`config.mk`:
```
export PLATFORM = sky130hd
export DESIGN_NAME = cpu_run_ctrl
export DESIGN_NICKNAME = d
export VERILOG_FILES = /design/src/rtl/cpu_run_ctrl_pkg.sv /design/src/rtl/btn_debounce.sv /design/src/rtl/cpu_run_ctrl.sv
export SDC_FILE = /design/constraint.sdc
export NUM_CORES = 1
export LEC_CHECK = 0
export CAP_MARGIN = 20
export CORE_ASPECT_RATIO = 1.2
export CORE_MARGIN = 2
export CORE_UTILIZATION = 41
export DETAILED_ROUTE_END_ITERATION = 12
export PLACE_DENSITY_LB_ADDON = 0.25
export SLEW_MARGIN = 20
export SYNTH_ARGS = -nofsm -noshare
export SYNTH_HDL_FRONTEND = slang
export SYNTH_HIERARCHICAL = 1
export SYNTH_SLANG_ARGS = --single-unit
```
`constraint.sdc`:
```
create_clock -name clk -period 2.3 [get_ports clk]
set_input_delay 0.345 -clock clk [delete_from_list [all_inputs] [get_ports clk]]
set_output_delay 0.345 -clock clk [all_outputs]
set_load 0.01 [all_outputs]
```
`src/rtl/cpu_run_ctrl_pkg.sv`:
```
// Shared types for the run/halt/step controller.
// State encodings double as the LED display code.
package cpu_run_ctrl_pkg;

  localparam int ADDR_W = 32;
  localparam int ICNT_W = 32;

  typedef enum logic [1:0] {
    ST_HALT  = 2'b00,
    ST_RUN   = 2'b01,
    ST_STEP  = 2'b10,
    ST_BREAK = 2'b11
  } run_state_e;

  // States that wait for a button before the CPU moves again
  function automatic logic is_parked(input run_state_e st);
    return (st == ST_HALT) || (st == ST_BREAK);
  endfunction

endpackage

```
`src/rtl/btn_debounce.sv`:
```
// Pushbutton front end: 2-FF synchronizer, level debounce and
// a registered single-cycle pulse on each accepted press.
module btn_debounce #(
  parameter int DEBOUNCE_CYCLES = 20,
  parameter int CNT_W           = 5
) (
  input  logic clk,
  input  logic reset,
  input  logic btn_i,
  output logic pulse_o
);

  logic             sync1_q;
  logic             sync2_q;
  logic             level_q;
  logic             level_d;
  logic             pulse_q;
  logic             pulse_d;
  logic [CNT_W-1:0] cnt_q;
  logic [CNT_W-1:0] cnt_d;

  always_comb begin
    level_d = level_q;
    pulse_d = 1'b0;
    cnt_d   = '0;
    if (sync2_q != level_q) begin
      if (cnt_q == CNT_W'(DEBOUNCE_CYCLES)) begin
        level_d = sync2_q;
        pulse_d = sync2_q;
      end else begin
        cnt_d = cnt_q + CNT_W'(1);
      end
    end
  end

  always_ff @(posedge clk or posedge reset) begin
    if (reset) begin
      sync1_q <= 1'b0;
      sync2_q <= 1'b0;
      level_q <= 1'b0;
      pulse_q <= 1'b0;
      cnt_q   <= '0;
    end else begin
      sync1_q <= btn_i;
      sync2_q <= sync1_q;
      level_q <= level_d;
      pulse_q <= pulse_d;
      cnt_q   <= cnt_d;
    end
  end

  assign pulse_o = pulse_q;

endmodule

```
`src/rtl/cpu_run_ctrl.sv`:
```
// Run/halt/single-step controller: turns debounced buttons and a
// PC breakpoint into the CPU clock-enable and a retire counter.
module cpu_run_ctrl
  import cpu_run_ctrl_pkg::*;
#(
  parameter int DEBOUNCE_CYCLES = 20,
  parameter int CNT_W           = 5
) (
  input  logic              clk,
  input  logic              reset,
  input  logic              btn_run,
  input  logic              btn_step,
  input  logic              btn_halt,
  input  logic              bp_en,
  input  logic [ADDR_W-1:0] bp_addr,
  input  logic [ADDR_W-1:0] pc_current,
  output logic              cpu_en,
  output logic [1:0]        state,
  output logic [ICNT_W-1:0] instr_count
);

  logic run_p;
  logic step_p;
  logic halt_p;

  btn_debounce #(
    .DEBOUNCE_CYCLES(DEBOUNCE_CYCLES),
    .CNT_W          (CNT_W)
  ) u_run (
    .clk    (clk),
    .reset  (reset),
    .btn_i  (btn_run),
    .pulse_o(run_p)
  );

  btn_debounce #(
    .DEBOUNCE_CYCLES(DEBOUNCE_CYCLES),
    .CNT_W          (CNT_W)
  ) u_step (
    .clk    (clk),
    .reset  (reset),
    .btn_i  (btn_step),
    .pulse_o(step_p)
  );

  btn_debounce #(
    .DEBOUNCE_CYCLES(DEBOUNCE_CYCLES),
    .CNT_W          (CNT_W)
  ) u_halt (
    .clk    (clk),
    .reset  (reset),
    .btn_i  (btn_halt),
    .pulse_o(halt_p)
  );

  run_state_e        state_q;
  run_state_e        state_d;
  logic              first_run_q;
  logic              first_run_d;
  logic [ICNT_W-1:0] instr_count_q;
  logic [ICNT_W-1:0] instr_count_d;
  logic              bp_hit;
  logic              en;

  // first_run lets a resume execute the instruction it trapped on
  assign bp_hit = bp_en && (pc_current == bp_addr)
               && !first_run_q && (state_q == ST_RUN);

  always_comb begin
    state_d = state_q;
    unique case (state_q)
      ST_HALT, ST_BREAK: begin
        if (halt_p)      state_d = ST_HALT;
        else if (step_p) state_d = ST_STEP;
        else if (run_p)  state_d = ST_RUN;
      end
      ST_RUN: begin
        if (halt_p)      state_d = ST_HALT;
        else if (step_p) state_d = ST_HALT;
        else if (bp_hit) state_d = ST_BREAK;
      end
      ST_STEP: state_d = ST_HALT;
      default: state_d = ST_HALT;
    endcase
  end

  always_comb begin
    en = 1'b0;
    if (state_q == ST_STEP) en = 1'b1;
    if (state_q == ST_RUN)  en = !halt_p && !step_p && !bp_hit;
    first_run_d   = (state_d == ST_RUN) && (state_q != ST_RUN);
    instr_count_d = instr_count_q + ICNT_W'(en);
  end

  always_ff @(posedge clk or posedge reset) begin
    if (reset) begin
      state_q       <= ST_HALT;
      first_run_q   <= 1'b0;
      instr_count_q <= '0;
    end else begin
      state_q       <= state_d;
      first_run_q   <= first_run_d;
      instr_count_q <= instr_count_d;
    end
  end

  assign cpu_en      = en;
  assign state       = state_q;
  assign instr_count = instr_count_q;

endmodule
```
**Word level (Yosys, flattened, before mapping)**

Cells that the tools add are included.

- Register bits: 62
- Word-level logic and storage cells: 70
- Output and inout bits: 35
- Input bits: 70

- Add/subtract/negate cells: 4
- Mux-type cells: 21
- Reductions and logical operators: 15
- Equality and inequality tests: 12

Operators by type and width:

| cell | count |
|---|---|
| $add 32x1->32 | 1 |
| $eq 32x32->1 | 1 |
| $mux 5 | 6 |
| $add 5x1->5 const B | 3 |
| $eq 5x5->1 const B | 3 |
| $mux 2 | 6 |
| $mux 1 | 8 |
| $logic_and 1x1->1 | 6 |
| $pmux 2 s3 | 1 |
| $reduce_and 2->1 | 3 |
| $eq 2x1->1 const B | 2 |
| $eq 2x2->1 const B | 2 |
| $logic_not 1->1 | 4 |
| $ne 1x1->1 | 3 |
| $logic_not 2->1 | 1 |
| $ne 2x1->1 const B | 1 |
| $reduce_or 2->1 | 1 |

**Depth between registers and ports, before layout**

- Depth after elaboration: 10
- Mapped depth: 11

**Cells and area by module**

The synthesis kept the hierarchy.

By module, submodules not included:

| module | area each (µm²) | seq. area each (µm²) | cells each | instances |
|---|---|---|---|---|
| cpu_run_ctrl | 1946.9 | 875.8 | 179 | 1 |
| btn_debounce | 369.1 | 225.2 | 29 | 3 |

**Least setup slack after synthesis**

No wires, ideal clock.

- Path kind: register to register
- From: register state_q[1] (netlist: state[1])
- To: register instr_count_q[27] (netlist: instr_count[27])
- Arrival: 2.304 ns
- Path slack: -0.129 ns
- Cell stages (with the launch flop): 12
- Required time: 2.175 ns
- Path buffers: 0
- Cells stage by stage: dfrtp_1 > inv_1 > ha_1 > o21ai_0 > o21ai_0 > nor2_1 > ha_1 > and3_1 > nand3_1 > nor4_4 > nand3_1 > xnor2_1

- Longest elaborated chain between the ends: 6
- Elaborated cells between the ends (all ways): 8

Ends and longest elaborated chain:

| element | RTL line | text |
|---|---|---|
| start: declaration | cpu_run_ctrl.sv:56 | `run_state_e state_q;` |
| start signal: assignment | cpu_run_ctrl.sv:101 | `state_q <= state_d;` |
| $eq 2x1->1 | cpu_run_ctrl.sv:67, cpu_run_ctrl.sv:90 |  |
| $logic_and 1x1->1 | cpu_run_ctrl.sv:67 | `&& !first_run_q && (state_q == ST_RUN);` |
| $logic_not 1->1 | cpu_run_ctrl.sv:90 | `if (state_q == ST_RUN) en = !halt_p && !step_p && !bp_hit;` |
| $logic_and 1x1->1 | cpu_run_ctrl.sv:90 |  |
| $mux 1 (*) | cpu_run_ctrl.sv:90 |  |
| via cpu_en | cpu_run_ctrl.sv:17 | `output logic cpu_en,` |
| $add 32x1->32 (*) | cpu_run_ctrl.sv:92 | `instr_count_d = instr_count_q + ICNT_W'(en);` |
| via instr_count_d[27] | cpu_run_ctrl.sv:61 | `logic [ICNT_W-1:0] instr_count_d;` |
| end signal: assignment | cpu_run_ctrl.sv:103 | `instr_count_q <= instr_count_d;` |
| end: declaration | cpu_run_ctrl.sv:60 | `logic [ICNT_W-1:0] instr_count_q;` |

Mark *: on every way through the listed nets, which the timed path passes. The rest lies on a longest branch.
A chain may end at the register's enable or synchronous reset.

**Final worst setup path**

- From: register state_q[0] (netlist: state[0])
- To: register instr_count_q[20] (netlist: instr_count[20])

- Longest elaborated chain between the ends: 6
- Elaborated cells between the ends (all ways): 8

Ends and longest elaborated chain:

| element | RTL line |
|---|---|
| $eq 2x1->1 | cpu_run_ctrl.sv:67, cpu_run_ctrl.sv:90 |
| $logic_and 1x1->1 | cpu_run_ctrl.sv:67 |
| $logic_not 1->1 | cpu_run_ctrl.sv:90 |
| $logic_and 1x1->1 | cpu_run_ctrl.sv:90 |
| $mux 1 (*) | cpu_run_ctrl.sv:90 |
| $add 32x1->32 (*) | cpu_run_ctrl.sv:92 |
| via instr_count_d[20] | cpu_run_ctrl.sv:61 |

Marked as above.

==> results.md <==
* CP Class: flip-flop to flip-flop
* CP Buf/Inv Count at 2
* Endpoint class of the critical path: flip-flop
* DR WL/cell at 14.2 µm
* Fin crit share at 0.991
* Sequential-to-total area share from yosys stat at 0.508
* Later-pin clock latency in the skew report at ~0.32 ns
* Flop2flop setup slack at between 0.02 and 0.025 ns
* Clk pwr share at 0.438
* Rows at 34
* Setup WS pre-CTS at -0.722 ns
* Slew Viols, Final at 0
* Reg power frac at 0.475
* Ys Warns at 6
* Post-synth net total at around 350
* All-Layer GR Usage at 0.179
* Ant diodes at 0
* Worst min path class: flip-flop to flip-flop
* Startpoint type of the worst setup path: flip-flop
* Flip-flop and latch area at between 1500 and 2000 µm²
* # IOs at 105
* Levels on crit path at 12
* Commonest cells after routing, fill and taps aside: dfrtp_1, clkdlybuf4s50_1, xor2_1
* Final setup fails at 0
* Combinational cell fraction of total power at 0.087
* Met2 Resource Use GR at 0.304
* DP HPWL at 5.27 mm
* Mapped cell area at approximately 3100 µm²
* Slew @ Worst Pin at between 0.4 and 0.5 ns
* Post-DRT Antenna Nets at 0
* Hold violation count in the final report at 0
* Multi-input gate area at 1580 µm²
* Drt drc at 0
* Min Clock Period, post-route at between 2 and 2.5 ns
* CTS H-tree depth at 3
* Die area at 8160 µm²
* TritonCTS buffer count at 9
* Number of fill cells at 614
* Vias in the first global route at between 2000 and 2500
* Cells along the critical path: ha_4, nand4b_1, nor4_4, nor2_2, ha_2, ha_4, nand4_1, buf_6, buf_4, nor3_4, nand4_1, xnor2_1
* GR peak layer: met2
* Synth unique cells at 31
* Port bufs at between 100 and 150
* Worst r2r dst: instr_count[20]$_DFF_PP0_
* Seq cells post-synth at between 60 and 70
* RSZ-0062 raised after global routing: true
* Post-Place Cells at approximately 470
* Met3 GRT Util at 0.0339
* Max Clk Rate at roughly 0.44 GHz
* CP delay by family, top: simple AND/OR/NAND/NOR gates
* Post-route insts no fill at between 400 and 500
* Commonest non-fill, non-tap cell in the layout: dfrtp_1
* Fin nets at between 400 and 500
* Switching power at ~500 µW
* First-pass GRT wire length at 11.3 mm
* Run status: finished clean
* Max incr delay on CP at about 0.42 ns
* Gp weighted congestion at about 0.79
* Slew HR at 0.697
* Initial antenna violation count at 0
* Grt total ovfl at 0
* Pwr/cell area at 516 nW/µm²
* Synthesized instance count at about 270
* First drt pass iteration count at 4
* Setup WS post-layout at 0.0214 ns
* Via count at about 2400
* Worst setup path end: instr_count[20]$_DFF_PP0_
* Routed wire length at approximately 7 mm
* DIE WIDTH at 82.8 µm
* Root Driver: clkbuf_8
* TritonCTS clock tree: done
* Clock sinks at a little over 60
* Layout Skew at ~0.0076 ns
* Worst-case clock buffer depth at 2
* Layout overhead on the synthesized area at 50.2%
* DRT iter0 DRCs at 67
* P_leak at 0.00222 µW
* Sw frac at 0.213
* Syn_area_per_cell at 11.5 µm²
* WP data required at approximately 2.5 ns
* R2r worst-path depth at 12
* Largest net degree at the start of global routing at 36
* Layout cells sized above 1 at 0.160
* Worst-path maximum fanout at 4
* Vias per inst at between 4 and 5
* Global Route met1 Usage at 0.220
* Worst Setup SP: state[0]$_DFF_PP0_
* Critical R2R Launch: state[0]$_DFF_PP0_
* Initial Util at 0.422
* Core area at around 7200 µm²
* Critical path arrival at 2.49 ns
* P_int at roughly 1900 µW
* VDD IR max at between 0.5 and 0.6 mV
* Reg clk slew, reported paths at ~0.070 ns
* Die Y at a little under 100 µm
* Slowest CP cell: dfrtp_1
* Max-cap violations at 0
==> metrics by stage <==
stage | power (µW) | setup TNS, ns | hold WS, ns | utilization | cell area [µm²]
after floorplan | 1230 | 0 | 0.173 | - | 3100
after global placement | 1380 | -20.24 | 0.335 | 0.596 | 4310
after detailed placement | 1380 | -19.13 | 0.336 | 0.596 | 4310
after CTS | 2390 | 0 | 0.351 | 0.622 | 4500
after global routing | 2470 | -0.902 | 0.363 | 0.634 | 4590
final | 2370 | 0 | 0.349 | 0.634 | 4590
==> per-layer routing <==
metal,vias to the layer above,share of wire
li1,1160,-
met2,51,0.53
met3,13,0.037
met5,-,0
met4,0,0.020
met1,1133,0.42
==> sequential cells by signal, summed over array words and instances (netlist names), 2 cells and up <==
register,count
instr_count,32
u_halt/cnt_q,5
u_run/cnt_q,5
u_step/cnt_q,5
state,2
==> worst min-delay path by stage <==
stage                              from                   endpoint  slack, ns  cells past startpoint
6_report       u_halt/sync1_q$_DFF_PP0_   u_halt/sync2_q$_DFF_PP0_       0.35                      0
2_1_floorplan                     reset  u_halt/cnt_q[0]$_DFF_PP0_       0.17                      1
3_5_place_dp   u_halt/sync1_q$_DFF_PP0_   u_halt/sync2_q$_DFF_PP0_       0.34                      0
5_1_grt        u_step/sync1_q$_DFF_PP0_   u_step/sync2_q$_DFF_PP0_       0.36                      0
3_3_place_gp   u_halt/sync1_q$_DFF_PP0_   u_halt/sync2_q$_DFF_PP0_       0.33                      0
4_1_cts        u_halt/sync1_q$_DFF_PP0_   u_halt/sync2_q$_DFF_PP0_       0.35                      0
==> cells in the mapped netlist, drive strengths merged <==
cell type,n,share of area
a21boi,1,0.0025
a21oi,1,0.0016
a22oi,1,0.0025
a41o,1,0.0033
and2,4,0.0082
and3,3,0.0061
and4,3,0.0094
dfrtp,62,0.51
ha,10,0.041
inv,15,0.018
mux2,3,0.015
nand2,11,0.014
nand2b,1,0.0020
nand3,23,0.038
nand4,8,0.023
nand4b,4,0.018
nor2,21,0.026
nor3,3,0.0066
nor3b,3,0.0074
nor4,9,0.028
nor4b,1,0.0029
o21ai,3,0.0049
o22ai,1,0.0020
xnor2,29,0.083
xor2,45,0.13
==> kinds of logic after synthesis <==
kind of cell,after synthesis,share of synthesized area
buffers and inverters,15,0.0184
AOI/OAI and AO/OA,8,0.0168
xor gates and xnor gates,74,0.212
and+or+nand+nor,94,0.189
muxes,3,0.0147
DFF,62,0.508
adders and majority gates,10,0.0410
==> what timing repair did <==
action	4_1_cts	5_1_grt
pin swaps	39	26
setup buffers	2	6
endpoints found under the setup margin	30	26
hold buffers	0	0
gates resized for setup	65	30
==> power groups by stage <==
| stage | clock network [µW] | registers (µW) | logic, µW |
|---|---|---|---|
| 2_1_floorplan | 0 | 1140 | 88.4 |
| 3_3_place_gp | 0 | 1140 | 230 |
| 3_5_place_dp | 0 | 1150 | 236 |
| 4_1_cts | 1060 | 1130 | 207 |
| 5_1_grt | 1110 | 1130 | 232 |
| 6_report | 1040 | 1130 | 206 |
==> final cells by class <==
class                           instances  area share
Clock buffer                           12      0.0316
Clock inverter                          4      0.0153
Inverter                               15      0.0123
Multi-Input combinational cell        189       0.343
Sequential cell                        62       0.338
Tap cell                               90      0.0245
Timing Repair Buffer                  118       0.235
No activity file was read; power rests on OpenSTA's default activity.
